## src/rtl/maxpool_2x2_stage.sv

```systemverilog
// maxpool_2x2_stage: 2x2 stride-2 max pooling over CHANNELS MAP_DIM x MAP_DIM signed
// feature maps held in a BRAM, streaming one pooled value per window over valid/ready.
// Ports: clk/reset (async, active-high); start pulse; BRAM read port rd_en/rd_addr/rd_data
// (1-cycle read latency); out_valid/out_ready/out_data with out_chan/out_row/out_col/out_last
// tags; busy/done status.
// Optional macro MAXPOOL_SAT8_EN: clamp out_data to 0..255 after the full-width max.
module maxpool_2x2_stage #(
  parameter int DWIDTH   = 17,
  parameter int MAP_DIM  = 6,
  parameter int CHANNELS = 3
) (
  input  logic              clk,
  input  logic              reset,
  input  logic              start,
  output logic              rd_en,
  output logic [7:0]        rd_addr,
  input  logic [DWIDTH-1:0] rd_data,
  output logic              out_valid,
  input  logic              out_ready,
  output logic [DWIDTH-1:0] out_data,
  output logic [1:0]        out_chan,
  output logic [1:0]        out_row,
  output logic [1:0]        out_col,
  output logic              out_last,
  output logic              busy,
  output logic              done
);

  localparam int         POOL    = MAP_DIM / 2;
  localparam logic [1:0] LAST_CH = 2'(CHANNELS - 1);
  localparam logic [1:0] LAST_RC = 2'(POOL - 1);

  typedef enum logic [2:0] {IDLE, READ, WAIT, EMIT, DONE} state_t;

  state_t                   state, state_nxt;
  logic [1:0]               sub;              // word index within the window, 0..3
  logic [1:0]               chan, prow, pcol;
  logic                     rd_vld_q;         // rd_data holds a word this cycle
  logic                     rd_first_q;       // that word is the window's first
  logic signed [DWIDTH-1:0] max_q;
  logic                     is_last;
  logic                     xfer;
  logic [5:0]               row_i, col_i, pos;

  assign is_last = (chan == LAST_CH) && (prow == LAST_RC) && (pcol == LAST_RC);
  assign xfer    = (state == EMIT) && out_ready;

  always_ff @(posedge clk or posedge reset) begin
    if (reset) state <= IDLE;
    else       state <= state_nxt;
  end

  always_comb begin
    state_nxt = state;
    rd_en     = 1'b0;
    out_valid = 1'b0;
    out_last  = 1'b0;
    busy      = 1'b0;
    done      = 1'b0;
    case (state)
      IDLE: if (start) state_nxt = READ;
      READ: begin
        rd_en = 1'b1;
        busy  = 1'b1;
        if (sub == 2'd3) state_nxt = WAIT;
      end
      WAIT: begin
        busy      = 1'b1;
        state_nxt = EMIT;
      end
      EMIT: begin
        busy      = 1'b1;
        out_valid = 1'b1;
        out_last  = is_last;
        if (out_ready) state_nxt = is_last ? DONE : READ;
      end
      DONE: begin
        done      = 1'b1;
        state_nxt = IDLE;
      end
      default: state_nxt = IDLE;
    endcase
  end

  // Window word order (0,0),(0,1),(1,0),(1,1): sub[1] picks the row, sub[0] the column.
  always_comb begin
    row_i = {3'b000, prow, sub[1]};
    col_i = {3'b000, pcol, sub[0]};
    pos   = row_i * 6'(MAP_DIM) + col_i;
  end

  assign rd_addr = rd_en ? {chan, pos} : 8'd0;

  // Window indices only move on an accepted result, so tags stay stable under backpressure.
  always_ff @(posedge clk or posedge reset) begin
    if (reset) begin
      sub  <= 2'd0;
      chan <= 2'd0;
      prow <= 2'd0;
      pcol <= 2'd0;
    end else begin
      if (state == READ) sub <= sub + 2'd1;
      if (state == DONE) begin
        chan <= 2'd0;
        prow <= 2'd0;
        pcol <= 2'd0;
      end else if (xfer && !is_last) begin
        if (pcol == LAST_RC) begin
          pcol <= 2'd0;
          if (prow == LAST_RC) begin
            prow <= 2'd0;
            chan <= chan + 2'd1;
          end else begin
            prow <= prow + 2'd1;
          end
        end else begin
          pcol <= pcol + 2'd1;
        end
      end
    end
  end

  // The first word of a window loads unconditionally; later words replace only when
  // strictly greater, so ties keep the earlier value.
  always_ff @(posedge clk or posedge reset) begin
    if (reset) begin
      rd_vld_q   <= 1'b0;
      rd_first_q <= 1'b0;
      max_q      <= '0;
    end else begin
      rd_vld_q   <= rd_en;
      rd_first_q <= rd_en && (sub == 2'd0);
      if (rd_vld_q && (rd_first_q || ($signed(rd_data) > max_q)))
        max_q <= $signed(rd_data);
    end
  end

  assign out_chan = chan;
  assign out_row  = prow;
  assign out_col  = pcol;

`ifdef MAXPOOL_SAT8_EN
  always_comb begin
    out_data = '0;
    if (max_q[DWIDTH-1])  out_data = '0;
    else if (max_q > 255) out_data = DWIDTH'(255);
    else                  out_data = max_q;
  end
`else
  assign out_data = max_q;
`endif

endmodule

```

## config.mk

```make
export PLATFORM = sky130hd
export DESIGN_NAME = maxpool_2x2_stage
export DESIGN_NICKNAME = d
export VERILOG_FILES = /design/src/rtl/maxpool_2x2_stage.sv
export SDC_FILE = /design/constraint.sdc
export NUM_CORES = 1
export LEC_CHECK = 0
export ABC_CLOCK_PERIOD_IN_PS = 2800
export BUFFER_PORTS_ARGS = -buffer_cell sky130_fd_sc_hd__buf_2
export CAP_MARGIN = 30
export CORE_MARGIN = 2
export CORE_UTILIZATION = 52
export DETAILED_ROUTE_END_ITERATION = 6
export PLACE_DENSITY = 0.86
export SYNTH_ARGS = -nofsm -noshare
export SYNTH_HDL_FRONTEND = slang
export SYNTH_SLANG_ARGS = --single-unit
```

## constraint.sdc

```tcl
create_clock -name clk -period 2.8 [get_ports clk]
set_input_delay 0.28 -clock clk [delete_from_list [all_inputs] [get_ports clk]]
set_output_delay 0.28 -clock clk [all_outputs]
set_load 0.1 [all_outputs]
```

; Word level (Yosys, flattened, before mapping)
; Index checks and enable logic that the tools add are counted.
[totals]
ff_bits = 30
in_bits = 21
output_inout_bits = 36
word_cells = 65
[op_classes]
addsub = 5
multipliers = 1
order_cmp = 1
n_eq_ne = 11
n_mux = 22
reduce_logical = 17
[op_table]
columns = op, count
row1 = 2-bit two-way mux, 11
row2 = 17-bit greater-than comparator, 1
row3 = 3-bit two-way mux, 4
row4 = 3-bit one-hot mux with 4 select lines, 1
row5 = 2-bit by 1-bit adder with 2-bit output (second input constant), 4
row6 = 2-bit == test (second input constant), 4
row7 = 8-bit two-way mux, 1
row8 = 6-bit by 3-bit adder with 6-bit output, 1
row9 = 3-bit by 2-bit == test with 1-bit output (second input constant), 2
row10 = 1-bit logical AND, 6
row11 = 2-bit inequality test (second input constant), 3
row12 = 3-bit AND reduction, 2
row13 = 2-bit nonzero test, 3
row14 = 3-bit by 2-bit multiplier with 5-bit output (second input constant), 1
row15 = 1-bit two-way mux, 5
row16 = 3-bit by 1-bit == test with 1-bit output (second input constant), 1
row17 = 3-bit == test (second input constant), 1
row18 = 3-bit zero test, 1
row19 = 3-bit OR reduction, 1
row20 = 2-bit zero test, 1
row21 = 2-bit AND reduction, 1
row22 = 1-bit zero test, 1
row23 = 1-bit logical OR, 1

; Depth between registers and ports, before layout
; Gate-level depths: netlist (run 1).
[depth]
depth_word = 7
ltp_mapped = 9
mapped_depth_nobuf = 8

; Worst setup path after synthesis (run 1)
; OpenSTA, ideal clock, no wires.
[synth_path]
path_type = reg-to-output
from = register prow[1] (netlist: out_row[1])
to = output port out_last
arrival_time_ns = 4.455
required_ns = 2.520
path_slack_ns = -1.935
path_stages_with_launch = 4
n_path_buf = 0
path_cell_list = dfrtp_1 > ha_1 > nand4b_1 > nor4bb_1
[synth_between]
elab_chain_len = 4
[synth_rtl]
columns = item, line_no
row1 = "start, declared", 37  ; logic [1:0] chan, prow, pcol;
row2 = "start signal, assigned", 114  ; prow <= prow + 2'd1;
row3 = 2-bit == test, 45  ; assign is_last = (chan == LAST_CH) && (prow == LAST_RC) && (pcol == LAST_RC);
row4 = 1-bit logical AND (2 in series), 45
row5 = 1-bit two-way mux, 60  ; case (state)
row6 = "end, declared", 24  ; output logic out_last,
; Every way passes these cells.

; Worst setup path in the final report (run 1)
[layout_path]
from = register prow[0] (netlist: out_row[0])
to = output port rd_addr[5]
[layout_between]
elab_chain_len = 3
[layout_rtl]
columns = item, line_no
row1 = 3-bit by 2-bit multiplier with 5-bit output, 89  ; pos = row_i * 6'(MAP_DIM) + col_i;
row2 = 6-bit by 3-bit adder with 6-bit output, 89
row3 = 8-bit two-way mux, 92  ; assign rd_addr = rd_en ? {chan, pos} : 8'd0;
row4 = "end, declared", 16  ; output logic [7:0] rd_addr,
; Every way passes these cells.

==> results of run 1 <==
[timing repair]
action / CTS / global route
hold endpoints to repair: 8 / 0
hold buffers: 1 / 0
gates resized for setup: 0 / 2
endpoints found under the setup margin: 0 / 4
buffers inserted: 0 / 0
[kinds of logic (layout without fill, tap and decap cells)]
family	after synthesis	count (layout)	synth area share, %
buffers and inverters	34	99	6.86
XOR/XNOR	6	6	2.59
flip-flops	30	30	37.1
adder cells (fa/ha/maj)	29	29	18.7
multiplexers	20	20	12.8
AO/OA/AOI/OAI	23	23	7.35
AND/OR/NAND/NOR	53	53	14.7
[worst paths after layout]
check | cells after the start | end | startpoint | slack (ns)
worst max register to register | 9 | out_data[12] | out_data[6] | 0.20
max in group asynchronous | 4 | out_row[1] | reset | 1.79
worst min-delay path | 2 | out_data[4] | rd_data[4] | 0.24
min in group asynchronous | 3 | out_data[5] | reset | 0.54
worst max-delay path | 7 | rd_addr[5] | out_row[0] | 0.20
worst min register to register | 1 | out_data[16] | out_data[16] | 0.53
[state kept, by name (all words and copies together), names as in the netlist]
name and cells:
rd_first_q 1, out_row 2, sub 2, out_col 2
out_data 17, out_chan 2, state 3, rd_vld_q 1
[worst reg2reg max path: cells and delay by family, from the launching register on]
| family | cells | cell delay (ns) |
|---|---|---|
| DFF | 1 | 0.47 |
| and+or+nand+nor | 4 | 0.85 |
| buffers and inverters | 2 | 0.30 |
| muxes | 1 | 0.36 |
| adders and majority gates | 1 | 0.24 |
| AOI/OAI and AO/OA | 1 | 0.25 |
[cell usage in the layout (no fill, tap or decap), drive strengths merged]
cell type / synthesis / layout
nand3: 2 / 2
nor2b: 1 / 1
xor2: 2 / 2
xnor2: 4 / 4
nor3b: 2 / 2
a2111oi: 1 / 1
or3b: 1 / 1
clkbuf: 2 / 7
nor2: 19 / 19
nor4bb: 1 / 1
nor4: 2 / 2
clkinv: 0 / 2
nor4b: 1 / 1
buf: 1 / 58
and2b: 1 / 1
dlygate4sd3: 0 / 1
nand4: 3 / 3
nand4b: 1 / 1
dfrtp: 30 / 30
mux2: 17 / 17
and2: 6 / 6
fa: 2 / 2
and3b: 1 / 1
nor3: 3 / 3
a21oi: 12 / 12
ha: 27 / 27
a211oi: 3 / 3
inv: 31 / 31
o311a: 1 / 1
nand2: 8 / 8
mux2i: 3 / 3
a31oi: 1 / 1
or2: 1 / 1
o21ai: 5 / 5
[layout make-up]
cell class / instances / area (um^2)
well taps: 48 / 60.1
multi-input cells: 131 / 1170
flip-flops and latches: 30 / 806
fillers: 314 / 1140
clock inverters: 2 / 10.0
repair buffers: 60 / 339
inverters: 31 / 116
clock buffers: 6 / 72.6
[metal layers]
metal	GRT usage [%]	vias up	share of wire [%]
li1	-	784	-
met1	27.6	731	48
met2	33.1	45	45
met3	4.94	5	6.0
met4	6.89	0	1.3
met5	0	-	0
[per-stage QoR]
step	utilization, %	setup slack (ns)	cell area [um^2]	TNS (ns)	cells
after floorplan	-	-0.0791	2120	-0.0791	195
after global placement	66.0	0.271	2450	0	298
after detailed placement	66.7	0.185	2480	0	299
after CTS	69.2	0.108	2570	0	308
after global routing	69.4	0.0514	2580	0	308
final	69.4	0.196	2580	0	308
==> results.txt, run 1 <==
Initial antenna violation count: 0
Clock buffer count from CTS: 5
Run status: finished, final reports clean
WS Path Type: reg -> out
Actual slew at the worst max-slew pin: 0.507 ns
Final period util: 93.0%
Fmax: 384 MHz
Clock-pin transition on the worst setup and hold timing paths: 0.07 ns
First-pass GRT wire length: 6.90 mm
Critical path arrival: 2.32 ns
TritonCTS Sinks: 30
Worst path bufs/invs: 2
Yosys top cell area share: 37.1%
# IOs: 57
Full die area: 4410 um^2
Syn. warnings: 0
Critical path cell sequence: ha_1 > inv_1 > fa_1 > nor3_1 > xor2_1 > nor2_4 > clkbuf_4
Post-Syn Area: 2030 um^2
Port buffer count: 56
Overflow after GRT: 0
Final setup violation count: 0
Iter 0 DRT Violations: 52
EDFF count, synth: 0
Post-route ant nets: 0
Skew final: 0.00702 ns
Gate Count Post-Synth: 195
Drt total wl: 4.03 mm
Clk Latency, worst-skew pair: 0.28 ns
Max Root-Sink Buffers: 2
Core area: 3720 um^2
Critical Path Sink Type: output port
Post-DP HPWL: 3.27 mm
FFs w/ async S/R, synth: 100%
Worst Path Required: 2.52 ns
Synthesized flop and latch total: 30
CP max stage delay: 0.45 ns
Yosys top cell by area: dfrtp_1
Core Rows: 22
Worst Hold Slack: 0.243 ns
Slew Limit Headroom: 66.4%
Crit path launch type: flop
Syn_area_per_cell: 10.4 um^2
Distinct cell type count after synthesis: 37
Final worst path period need: 2.60 ns
GRT Total Usage: 20.7%
Vias per inst: 5.08
Fin. max-slew vios: 0
Slowest-stage cell, CP: dfrtp_2
Ant diodes: 0
Worst Hold Class: in -> reg
Die Span X: 66.4 um
Clock Tree Root: clkbuf_8
GPL Wtd Cong: 0.814
Die height: 66.4 um
Register area share after synthesis: 37.1%
Largest net degree at the start of global routing: 23
Syn nets: 245
Via count: 1565
Drt drc: 0
RSZ-0062 raised after global routing: false
Drt wl/cell: 13.1 um
Initial core utilization: 54.5%
Drt pass-1 iters: 4
Top_reg_cell synth: dfrtp_1
H-tree lvl count: 2
Critical Path Fanout Max: 6
Worst path top cell family by delay: adder cells
Max cap viols: 0
Post-synth top cells: 30 x dfrtp_1, 30 x inv_1, 27 x ha_1
Synth area leaders: dfrtp_1 37%, ha_1 17%, mux2_4 7.4%
Final Hold Viols: 0
Fin nets: 309
Vias in the first global route: 1548
Share of cells above drive strength 1: 43.5%
Area Growth Syn to Fin: 27.2%
CTS tree: yes
Power of run 1 is left out: the tool's default activity adds up to more than one toggle a clock period on the data nets, which glitch-free logic cannot reach.
==> run 2: changes to the inputs <==
Settings changed: RECOVER_POWER set to 100.
==> results.txt, run 2 (synthesis results as in run 1) <==
Iter 0 DRT Violations: 55 (+5.8%)
GR peak layer: met2
Final period util: 93.8% (+0.80 points)
Full die area: 4410 um^2 (unchanged)
Worst setup path end: rd_addr[5]
Max cap viols: 0 (unchanged)
Critical path depth: 7 (unchanged)
Vias per inst: 5.08 (about the same)
Post-route ant nets: 0 (unchanged)
Core area: 3720 um^2 (unchanged)
Grt met2 use: 33.1% (unchanged)
Fin nets: 309 (unchanged)
Worst reg-to-reg setup slack: 0.23 ns (+0.03 ns)
Most frequent cells in the layout: 31 x inv_1, 29 x clkbuf_1, 27 x ha_1
Drt total wl: 4.03 mm (+0.15%)
Drt drc: 0 (unchanged)
FF-to-FF End: out_data[15]
Ant diodes: 0 (unchanged)
First-pass GRT wire length: 6.90 mm (unchanged)
Slowest-stage cell, CP: dfrtp_1
Worst Path Required: 2.52 ns (about the same)
Skew final: 0.00638 ns (-0.000639 ns)
Via count: 1566 (+0.064%)
R2R Path Start: out_data[6]
Final worst path period need: 2.63 ns (+0.0224 ns)
Drt wl/cell: 13.1 um (+0.15%)
Vias in the first global route: 1548 (unchanged)
Worst Hold Class: in -> reg
GRT Total Usage: 20.7% (unchanged)
# IOs: 57 (unchanged)
RSZ-0062 raised after global routing: false
Met3 global-route usage: 4.94% (unchanged)
Run status: finished, final reports clean
CTS tree: yes
Core Rows: 22 (unchanged)
CP max stage delay: 0.45 ns (about the same)
Commonest non-fill, non-tap cell in the layout: inv_1
Actual slew at the worst max-slew pin: 1.23 ns (+0.727 ns)
Placed Cells incl. Taps: 299 (unchanged)
Max Root-Sink Buffers: 2 (unchanged)
Area Growth Syn to Fin: 22.7%
Final setup violation count: 0 (unchanged)
WS Path Type: reg -> out
Clk Latency, worst-skew pair: 0.28 ns (about the same)
Critical Path Sink Type: output port
Critical path cell sequence: ha_1 > inv_1 > fa_1 > nor3_1 > xor2_1 > nor2_4 > clkbuf_4
Crit path launch type: flop
Clock Tree Root: clkbuf_8
Worst path top cell family by delay: adder cells
TritonCTS Sinks: 30 (unchanged)
Fin. max-slew vios: 0 (unchanged)
Crit path from: out_row[0]
Final Hold Viols: 0 (unchanged)
R2R depth: 9 (unchanged)
Setup bufs post-CTS: 0 (unchanged)
Initial antenna violation count: 0 (unchanged)
Die Span X: 66.4 um (unchanged)
Fmax: 381 MHz (-0.85%)
Port buffer count: 56 (unchanged)
Max reg flops: 17 (unchanged)
GR Layer Usage met1: 27.6% (unchanged)
Initial core utilization: 54.5% (unchanged)
Post-DP HPWL: 3.27 mm (unchanged)
Clock-pin transition on the worst setup and hold timing paths: 0.06 ns (about the same)
Clock buffer count from CTS: 5 (unchanged)
H-tree lvl count: 2 (unchanged)
Critical path arrival: 2.35 ns (+0.03 ns)
Die height: 66.4 um (unchanged)
Slew Limit Headroom: 17.7% (-49 points)
Final non-filler cell total: 308 (unchanged)
Critical Path Fanout Max: 6 (unchanged)
Overflow after GRT: 0 (unchanged)
Largest net degree at the start of global routing: 23 (unchanged)
Worst path bufs/invs: 2 (unchanged)
Share of cells above drive strength 1: 28.8% (-15 points)
GPL Wtd Cong: 0.814 (unchanged)
Drt pass-1 iters: 4 (unchanged)
run 2: per-layer routing:
layer / wire, um / vias to the layer above / share of wire, %
met5: 0 / - / 0
met4: 51 / 0 / 1.3
met3: 269 / 5 / 6.7
met2: 1760 / 47 / 44
met1: 1950 / 729 / 48
li1: - / 785 / -
run 2: metrics by stage:
step                instance area [um^2]  TNS (ns)  hold slack (ns)  util (%)  setup WS [ns]
floorplan                           2120   -0.0791            0.371         -        -0.0791
global placement                    2450         0            0.513      66.0          0.271
detailed placement                  2480         0            0.300      66.7          0.185
CTS                                 2570         0            0.230      69.2          0.108
global route                        2490         0            0.234      66.9         0.0416
finish                              2490         0            0.236      66.9          0.173
run 2: worst min-delay path by stage:
stage / to / depth (start not counted) / startpoint / slack, ns
finish: out_data[9] / 2 / rd_data[9] / 0.24
global route: out_data[16] / 2 / rd_data[16] / 0.23
CTS: out_data[4] / 2 / rd_data[4] / 0.23
detailed placement: out_data[5] / 2 / reset / 0.30
global placement: out_data[1] / 1 / out_data[1] / 0.51
floorplan: out_chan[0] / 1 / reset / 0.37
run 2: repair_timing:
action                     4_1_cts  5_1_grt
hold buffers                     1        0
resized for setup                0        2
setup endpoints to repair        0        4
hold endpoints to repair         8        0
run 2: cell type report:
class / count / area, um^2
Clock buffer: 6 / 72.6
Clock inverter: 2 / 10.0
Fill cell: 339 / 1230
Inverter: 31 / 116
Multi-Input combinational cell: 131 / 1140
Sequential cell: 30 / 805
Tap cell: 48 / 60.1
Timing Repair Buffer: 60 / 279
Power of run 2 is left out for the same reason.
